[config.mk]
export PLATFORM = sky130hd
export DESIGN_NAME = scope_capture_ctrl
export DESIGN_NICKNAME = d
export VERILOG_FILES = /design/src/rtl/scope_capture_ctrl.sv
export SDC_FILE = /design/constraint.sdc
export NUM_CORES = 1
export LEC_CHECK = 0
export ABC_AREA = 1
export CAP_MARGIN = 10
export CELL_PAD_IN_SITES_DETAIL_PLACEMENT = 2
export CELL_PAD_IN_SITES_GLOBAL_PLACEMENT = 2
export CORE_MARGIN = 2
export CORE_UTILIZATION = 31
export DETAILED_ROUTE_END_ITERATION = 10
export GPL_ROUTABILITY_DRIVEN = 0
export HOLD_SLACK_MARGIN = 0.1
export PLACE_DENSITY_LB_ADDON = 0.1
export RECOVER_POWER = 25
export SKIP_CTS_REPAIR_TIMING = 1
export SLEW_MARGIN = 15
export SYNTH_ARGS = -nofsm -noshare
export SYNTH_HDL_FRONTEND = slang
export SYNTH_SLANG_ARGS = --single-unit
export TNS_END_PERCENT = 10
[constraint.sdc]
create_clock -name clk -period 2.67 [get_ports clk]
set_input_delay 0.534 -clock clk [delete_from_list [all_inputs] [get_ports clk]]
set_output_delay 0.534 -clock clk [all_outputs]
set_load 0.02 [all_outputs]
[src/rtl/scope_capture_ctrl.sv]
// One-shot triggered capture sequencer with pre-trigger history, driving the
// write port of a single-port sample RAM.
module scope_capture_ctrl #(
    parameter int ADDR_W    = 10,
    parameter int DATA_W    = 12,
    parameter int PRE_DEPTH = 256,
    parameter int AUTO_TO   = 4096
) (
    input  logic              clk,
    input  logic              rst,
    input  logic [DATA_W-1:0] sample_in,
    input  logic              sample_en,
    input  logic              arm,
    input  logic              abort,
    input  logic [DATA_W-1:0] trig_level,
    input  logic              trig_slope,
    output logic              ram_wr_en,
    output logic [ADDR_W-1:0] ram_wr_addr,
    output logic [DATA_W-1:0] ram_wr_data,
    output logic              capture_done,
    output logic [ADDR_W-1:0] start_addr,
    output logic              trig_forced,
    output logic              busy
);
    localparam int DEPTH = 1 << ADDR_W;
    localparam int MAXC  = (DEPTH > AUTO_TO) ? DEPTH : AUTO_TO;
    localparam int CNT_W = $clog2(MAXC + 1);

    localparam logic [CNT_W-1:0]  PRE_LAST  = CNT_W'(PRE_DEPTH - 1);
    localparam logic [CNT_W-1:0]  POST_LOAD = CNT_W'(DEPTH - PRE_DEPTH - 1);
    localparam logic [CNT_W-1:0]  TO_LAST   = CNT_W'((AUTO_TO == 0) ? 0 : AUTO_TO - 1);
    localparam logic [ADDR_W-1:0] PRE_OFS   = ADDR_W'(PRE_DEPTH);

    typedef enum logic [2:0] {S_IDLE, S_PRE, S_ARMED, S_POST, S_DONE} state_t;

    state_t            state_q, state_d;
    logic [ADDR_W-1:0] ptr_q, ptr_d;
    logic [CNT_W-1:0]  pre_cnt_q, pre_cnt_d;
    logic [CNT_W-1:0]  to_cnt_q, to_cnt_d;
    logic [CNT_W-1:0]  post_cnt_q, post_cnt_d;
    logic [DATA_W-1:0] prev_q, prev_d;
    logic              prev_vld_q, prev_vld_d;
    logic              wr_en_q, wr_en_d;
    logic [ADDR_W-1:0] wr_addr_q, wr_addr_d;
    logic [DATA_W-1:0] wr_data_q, wr_data_d;
    logic [ADDR_W-1:0] start_q, start_d;
    logic              forced_q, forced_d;

    logic accept, rise, fall, trig_cond, to_hit;

    // POST with an exhausted counter is the one-cycle drain before DONE; nothing is accepted then.
    assign accept = sample_en && ((state_q == S_PRE) || (state_q == S_ARMED) ||
                                  ((state_q == S_POST) && (post_cnt_q != '0)));

    assign rise      = prev_vld_q && (prev_q < trig_level) && (sample_in >= trig_level);
    assign fall      = prev_vld_q && (prev_q > trig_level) && (sample_in <= trig_level);
    assign trig_cond = trig_slope ? fall : rise;
    assign to_hit    = (AUTO_TO != 0) && (to_cnt_q == TO_LAST);

    always_comb begin
        state_d    = state_q;
        ptr_d      = ptr_q;
        pre_cnt_d  = pre_cnt_q;
        to_cnt_d   = to_cnt_q;
        post_cnt_d = post_cnt_q;
        prev_d     = prev_q;
        prev_vld_d = prev_vld_q;
        wr_en_d    = 1'b0;
        wr_addr_d  = wr_addr_q;
        wr_data_d  = wr_data_q;
        start_d    = start_q;
        forced_d   = forced_q;

        if (accept) begin
            wr_en_d    = 1'b1;
            wr_addr_d  = ptr_q;
            wr_data_d  = sample_in;
            ptr_d      = ptr_q + ADDR_W'(1);
            prev_d     = sample_in;
            prev_vld_d = 1'b1;
        end

        case (state_q)
            S_IDLE, S_DONE: begin
                if (arm) begin
                    state_d    = S_PRE;
                    pre_cnt_d  = '0;
                    to_cnt_d   = '0;
                    forced_d   = 1'b0;
                    prev_vld_d = 1'b0;
                end
            end
            S_PRE: begin
                if (accept) begin
                    pre_cnt_d = pre_cnt_q + CNT_W'(1);
                    if (pre_cnt_q == PRE_LAST) state_d = S_ARMED;
                end
            end
            S_ARMED: begin
                if (accept) begin
                    to_cnt_d = to_cnt_q + CNT_W'(1);
                    if (trig_cond || to_hit) begin
                        state_d    = S_POST;
                        start_d    = ptr_q - PRE_OFS;
                        post_cnt_d = POST_LOAD;
                        forced_d   = !trig_cond;
                    end
                end
            end
            S_POST: begin
                if (accept) post_cnt_d = post_cnt_q - CNT_W'(1);
                else if (post_cnt_q == '0) state_d = S_DONE;
            end
            default: state_d = S_IDLE;
        endcase

        // Abort discards the sample accepted this cycle entirely, pointer included.
        if (abort) begin
            state_d    = S_IDLE;
            wr_en_d    = 1'b0;
            ptr_d      = ptr_q;
            prev_d     = prev_q;
            prev_vld_d = prev_vld_q;
            start_d    = start_q;
            forced_d   = forced_q;
        end
    end

    always_ff @(posedge clk) begin
        if (rst) begin
            state_q    <= S_IDLE;
            ptr_q      <= '0;
            pre_cnt_q  <= '0;
            to_cnt_q   <= '0;
            post_cnt_q <= '0;
            prev_q     <= '0;
            prev_vld_q <= 1'b0;
            wr_en_q    <= 1'b0;
            wr_addr_q  <= '0;
            wr_data_q  <= '0;
            start_q    <= '0;
            forced_q   <= 1'b0;
        end else begin
            state_q    <= state_d;
            ptr_q      <= ptr_d;
            pre_cnt_q  <= pre_cnt_d;
            to_cnt_q   <= to_cnt_d;
            post_cnt_q <= post_cnt_d;
            prev_q     <= prev_d;
            prev_vld_q <= prev_vld_d;
            wr_en_q    <= wr_en_d;
            wr_addr_q  <= wr_addr_d;
            wr_data_q  <= wr_data_d;
            start_q    <= start_d;
            forced_q   <= forced_d;
        end
    end

    assign ram_wr_en    = wr_en_q;
    assign ram_wr_addr  = wr_addr_q;
    assign ram_wr_data  = wr_data_q;
    assign capture_done = (state_q == S_DONE);
    assign busy         = (state_q == S_PRE) || (state_q == S_ARMED) || (state_q == S_POST);
    assign start_addr   = start_q;
    assign trig_forced  = forced_q;
endmodule

Word level (Yosys, flattened, before mapping):

Index checks and enable logic that the tools add are counted.

* register bits: 99
* bits in latches: 0
* bits of input ports: 30
* logic and storage cells: 88
* memory bits (read-only): 0
* bits in writable memories: 0
* memories kept: 0

* shifts and indexed selects: 0
* equal/unequal tests: 14
* muxes and demuxes: 26
* bitwise operators: 1
* reductions and logical operators: 26
* multiply operators: 0
* magnitude comparators: 4
* $add $sub $neg: 5
* divide/modulo/power cells: 0

Operator list (count)
* $mux 13: 6
* $pmux 13 s2: 3
* $add 13x1->13 const B: 2
* $mux 3: 7
* $eq 13x12->1 const B: 1
* $eq 13x8->1 const B: 1
* $logic_not 13->1: 1
* $reduce_bool 13->1: 1
* $sub 13x1->13 const B: 1
* $ge 12x12->1: 1
* $gt 12x12->1: 1
* $le 12x12->1: 1
* $lt 12x12->1: 1
* $pmux 3 s4: 1
* $add 10x1->10 const B: 1
* $ne 2x2->1 const B: 5
* $sub 10x9->10 const B: 1
* $mux 1: 8
* $reduce_and 4->1: 2
* $reduce_and 7->1: 1
* $eq 3x2->1 const B: 2
* $logic_and 1x1->1: 6
* $ne 2x1->1 const B: 3
* $reduce_and 3->1: 2
* 11 further kinds: 17

Depth between registers and ports, before layout:

* word-level depth: 8
* gate-level depth with buffers: 18
* depth with buffers taken out: 17

Least setup slack after synthesis:

OpenSTA, ideal clock, no wires.

* path type: input-to-reg
* from: input trig_level[11]
* to: register forced_q, in the netlist trig_forced
* setup slack: 588 ps
* arrival time: 1965 ps
* data required time: 2553 ps
* path buffers: 1
* library setup time: 117 ps
* stages on the path: 13
* cells stage by stage: inv_1 ha_1 nand2_1 nor2_1 and2_1 nand2_1 nand3_1 nand2_1 nand2_1 nand4_1 buf_2 a31oi_1 nor2_1

* word-level cells in the longest chain between the ends: 8
* elaborated cells on any way between the ends: 16
* classes of those cells: order compare (4); eq/ne (1); mux (4); reduce/logical (7)

RTL lines
* from (decl): line 15 `input logic [DATA_W-1:0] trig_level,`
* $lt 12x12->1 / $gt 12x12->1 (equally long branches): line 55, 56
* $logic_and 1x1->1 (on tied branches) (2 in a row): line 55, 56
* $mux 1 (*): line 57 `assign trig_cond = trig_slope ? fall : rise;`
* $logic_not 1->1: line 106 `forced_d = !trig_cond;`
* $mux 1: line 102 `if (trig_cond || to_hit) begin`
* $mux 1: line 100 `if (accept) begin`
* $pmux 1 s2: line 83 `case (state_q)`
* to (signal assigned): line 155 `forced_q <= forced_d;`
* to (decl): line 47 `logic forced_q, forced_d;`

Mark *: on every way between the ends. The rest lies on a longest branch, timed or not. The select of a mux whose other input is x is not followed.
A chain may end at the register's enable or synchronous reset.

Final worst setup path:

* from: input trig_level[11]
* to: register post_cnt_q[8]

* word-level cells in the longest chain between the ends: 7
* elaborated cells on any way between the ends: 12
* classes of those cells: order compare (4); eq/ne (1); mux (1); reduce/logical (6)

RTL lines
* $lt 12x12->1 / $gt 12x12->1 (equally long branches): line 55, 56
* $logic_and 1x1->1 (on tied branches) (2 in a row): line 55, 56
* $mux 1 (*): line 57
* $logic_or 1x1->1 (*): line 102
* $ne 2x1->1 (no source line) (*)
* $reduce_and 4->1 (no source line) (*)
* to (signal assigned): line 148 `post_cnt_q <= post_cnt_d;`
* to (decl): line 40 `logic [CNT_W-1:0] post_cnt_q, post_cnt_d;`

Mark *: on every way between the ends. The rest lies on a longest branch, timed or not.

==> metrics.csv <==
metric,value,unit
cts_root_buf,clkbuf_16,
synthesis.yosys.warnings,0,
postSynthRegisterBits,99,
fillerInstances,1894,
layout.cells.most_common,nand2_1,
die_area,0.0173,sq mm
fin_crit_sh,92.8,%
mappedNetlistNets,780,
netlist-cell-type-count,37,
rows,46,
tightest_slew,0.471,ns
ios,66,
number_of_buffers_created_by_cts,9,
postSynthCellCount,722,
ctsHtreeMaxLevel,3,
initial_core_util,31.7,%
clock_transition_time_at_the_flip_flop_clock_pins_of_the_worst_setup_and_hold_paths,0.07,ns
worst_skew_pair.late_latency,0.36,ns
cp_launch_type,primary input,
post-dp-hpwl,12.8,mm
timing.clock.skew,0.00744,ns
grt-ovfl-total,0,
timing.critical_path.slowest_stage_cell,clkdlybuf4s50_1,
max_clock_freq,404,MHz
core_region_area,0.0159,sq mm
floorplan.die.width,131,um
drcViolationCount,0,
post_drt_wl_per_cell,16.5,um
postRouteWirelength,16.8,mm
synth_enable_flop_cells,0,
criticalPathCategory,in2reg,
max_slew_margin,68.4,%
critical_path_arrival,2.72,ns
highest_ir_drop_seen_on_vdd,0.000308,V
portBuffers,65,
crit_path_max_fanout,15,
max-cap-violations,0,
grt_use_total,20.0,%
fin_util,39.9,%
report.final.setup_viol,0,
most-common-layout-cells,"137 x nand2_1, 107 x nor2_1, 99 x dfxtp_1, 93 x inv_1, 75 x a21oi_1",
rsz0062_at_grt,true,
syn2layout_area_growth,26.0,%
syn-cell-area,0.00503,sq mm
detail_route.first_pass.iterations,4,
ys_seq_area_share,39.4,%
chipHeight,131,um
design.final.nets,854,
grt_start_max_net_pins,40,
critical_path.endpoint_type,flop,
drt.antenna.violating_nets,0,
finalWorstSetupSlack,0.192,ns
initial_antenna_violation_count,0,
synth-async-reset-ratio,0,%
hold_viol_final,0,
status,"complete, no violations",
hold_path.class,reg2reg,
power_per_cell_area,592,mW/mm^2
detail_route.iter0.violations,157,
wire_length_of_the_first_global_routing_pass,28.1,mm
antennaDiodeCount,0,
final_period_minus_worst_setup_slack,2.48,ns
total_power,3750,uW
post_route_cells_drive_above_1_share,7.62,%
critical_path_cell_by_cell,clkdlybuf4s50_1 > inv_1 > ha_1 > nand2_1 > nor2_1 > and2_1 > nand2_1 > nand4_1 > nand2_1 > nand4_1 > buf_6 > nand3_4 > nor2_1 > nor2_1,
max_slew_vio_count,0,
leakage_power_of_the_design,0.00281,uW
tritoncts,yes,
vias_in_the_first_global_route,5581,
clk_path_buf_depth,2,
yosys_most_used_dff,dfxtp_1,
required,2.91,ns
clock_sink_count,99,
viasPerCell,4.94,
cp_slowest_stage_delay,0.46,ns
detailroute.via_count,5019,
per_instance_average_area_after_synthesis,6.97,sq um
dp_worst_setup_slack,-0.216,ns
## report_power, final
| part | internal, uW | total, uW | switching (uW) |
|---|---|---|---|
| registers | 1550 | 1600 | 48.8 |
| logic | 271 | 741 | 470 |
| clock network | 783 | 1410 | 630 |
| total | 2600 | 3750 | 1150 |
## path summary, 6_finish.rpt
kind	start	to	slack, ns	depth (start not counted)
max	trig_level[11]	post_cnt_q[8]	0.19	14
min	prev_q[0]	prev_q[0]	0.48	2
max reg2reg	post_cnt_q[0]	start_addr[5]	0.26	14
min reg2reg	prev_q[0]	prev_q[0]	0.48	2
## cell type report
cell class	instances	area, sq um	area share (%)
Clock buffer	11	253	3.99
Clock inverter	5	57.6	0.908
Inverter	96	364	5.74
Multi-Input combinational cell	505	2600	41.0
Sequential cell	99	1980	31.3
Tap cell	216	270	4.26
Timing Repair Buffer	85	817	12.9
## Yosys cell counts, drive strengths merged (2+ instances only)
| master | n | share of area [%] |
|---|---|---|
| clkbuf | 15 | 1.1 |
| a31oi | 4 | 0.50 |
| nor4 | 5 | 0.62 |
| and3 | 2 | 0.25 |
| or2 | 2 | 0.25 |
| a21oi | 75 | 7.5 |
| xor2 | 2 | 0.35 |
| ha | 28 | 7.0 |
| buf | 7 | 0.77 |
| nor3b | 2 | 0.40 |
| nand2 | 145 | 12 |
| nor3 | 28 | 2.9 |
| dfxtp | 99 | 39 |
| a211oi | 3 | 0.45 |
| nor2 | 113 | 8.9 |
| a21o | 2 | 0.30 |
| nand3 | 15 | 1.7 |
| inv | 95 | 7.1 |
| o21ai | 54 | 5.6 |
| xnor2 | 2 | 0.35 |
| nand4 | 21 | 2.6 |
## cells by family (layout without fill, tap and decap cells)
logic type | count (synthesis) | count (layout) | share of synthesized area (%)
AOI/OAI and AO/OA | 139 | 139 | 14.4
xor gates and xnor gates | 4 | 4 | 0.696
adders and majority gates | 28 | 28 | 6.96
buffers and inverters | 118 | 197 | 9.13
DFF | 99 | 99 | 39.4
and+or+nand+nor | 334 | 334 | 29.4
## registers in the layout (all words and copies together), names as in the netlist
register and flops:
state_q 3, pre_cnt_q 13, ram_wr_en 1, ram_wr_data 12
ram_wr_addr 10, prev_q 12, to_cnt_q 13, post_cnt_q 13
prev_vld_q 1, ptr_q 10, start_addr 10, trig_forced 1
## metal layers
layer / GRT usage, % / routed length [um] / part of all wire (%) / up-vias
li1: - / - / - / 2504
met1: 24.2 / 7680 / 46 / 2450
met2: 36.9 / 8600 / 51 / 53
met3: 3.59 / 394 / 2.3 / 12
met4: 4.29 / 144 / 0.86 / 0
met5: 0 / 0 / 0 / -
## worst max-delay path: cells and delay by family
kind	cells	cell delay, ns
buffers and inverters	3	0.68
and+or+nand+nor	10	1.20
adders and majority gates	1	0.31
## stage by stage
step / TNS [ns] / instances / hold slack, ns / instance area, sq um
after floorplan: 0 / 722 / 0.429 / 5030
after global placement: -1.97 / 1001 / 0.449 / 6020
after detailed placement: -4.23 / 1001 / 0.463 / 6020
after CTS: 0 / 1017 / 0.478 / 6330
after global routing: -0.136 / 1017 / 0.499 / 6340
final: 0 / 1017 / 0.476 / 6340
No activity file was read; power rests on OpenSTA's default activity.
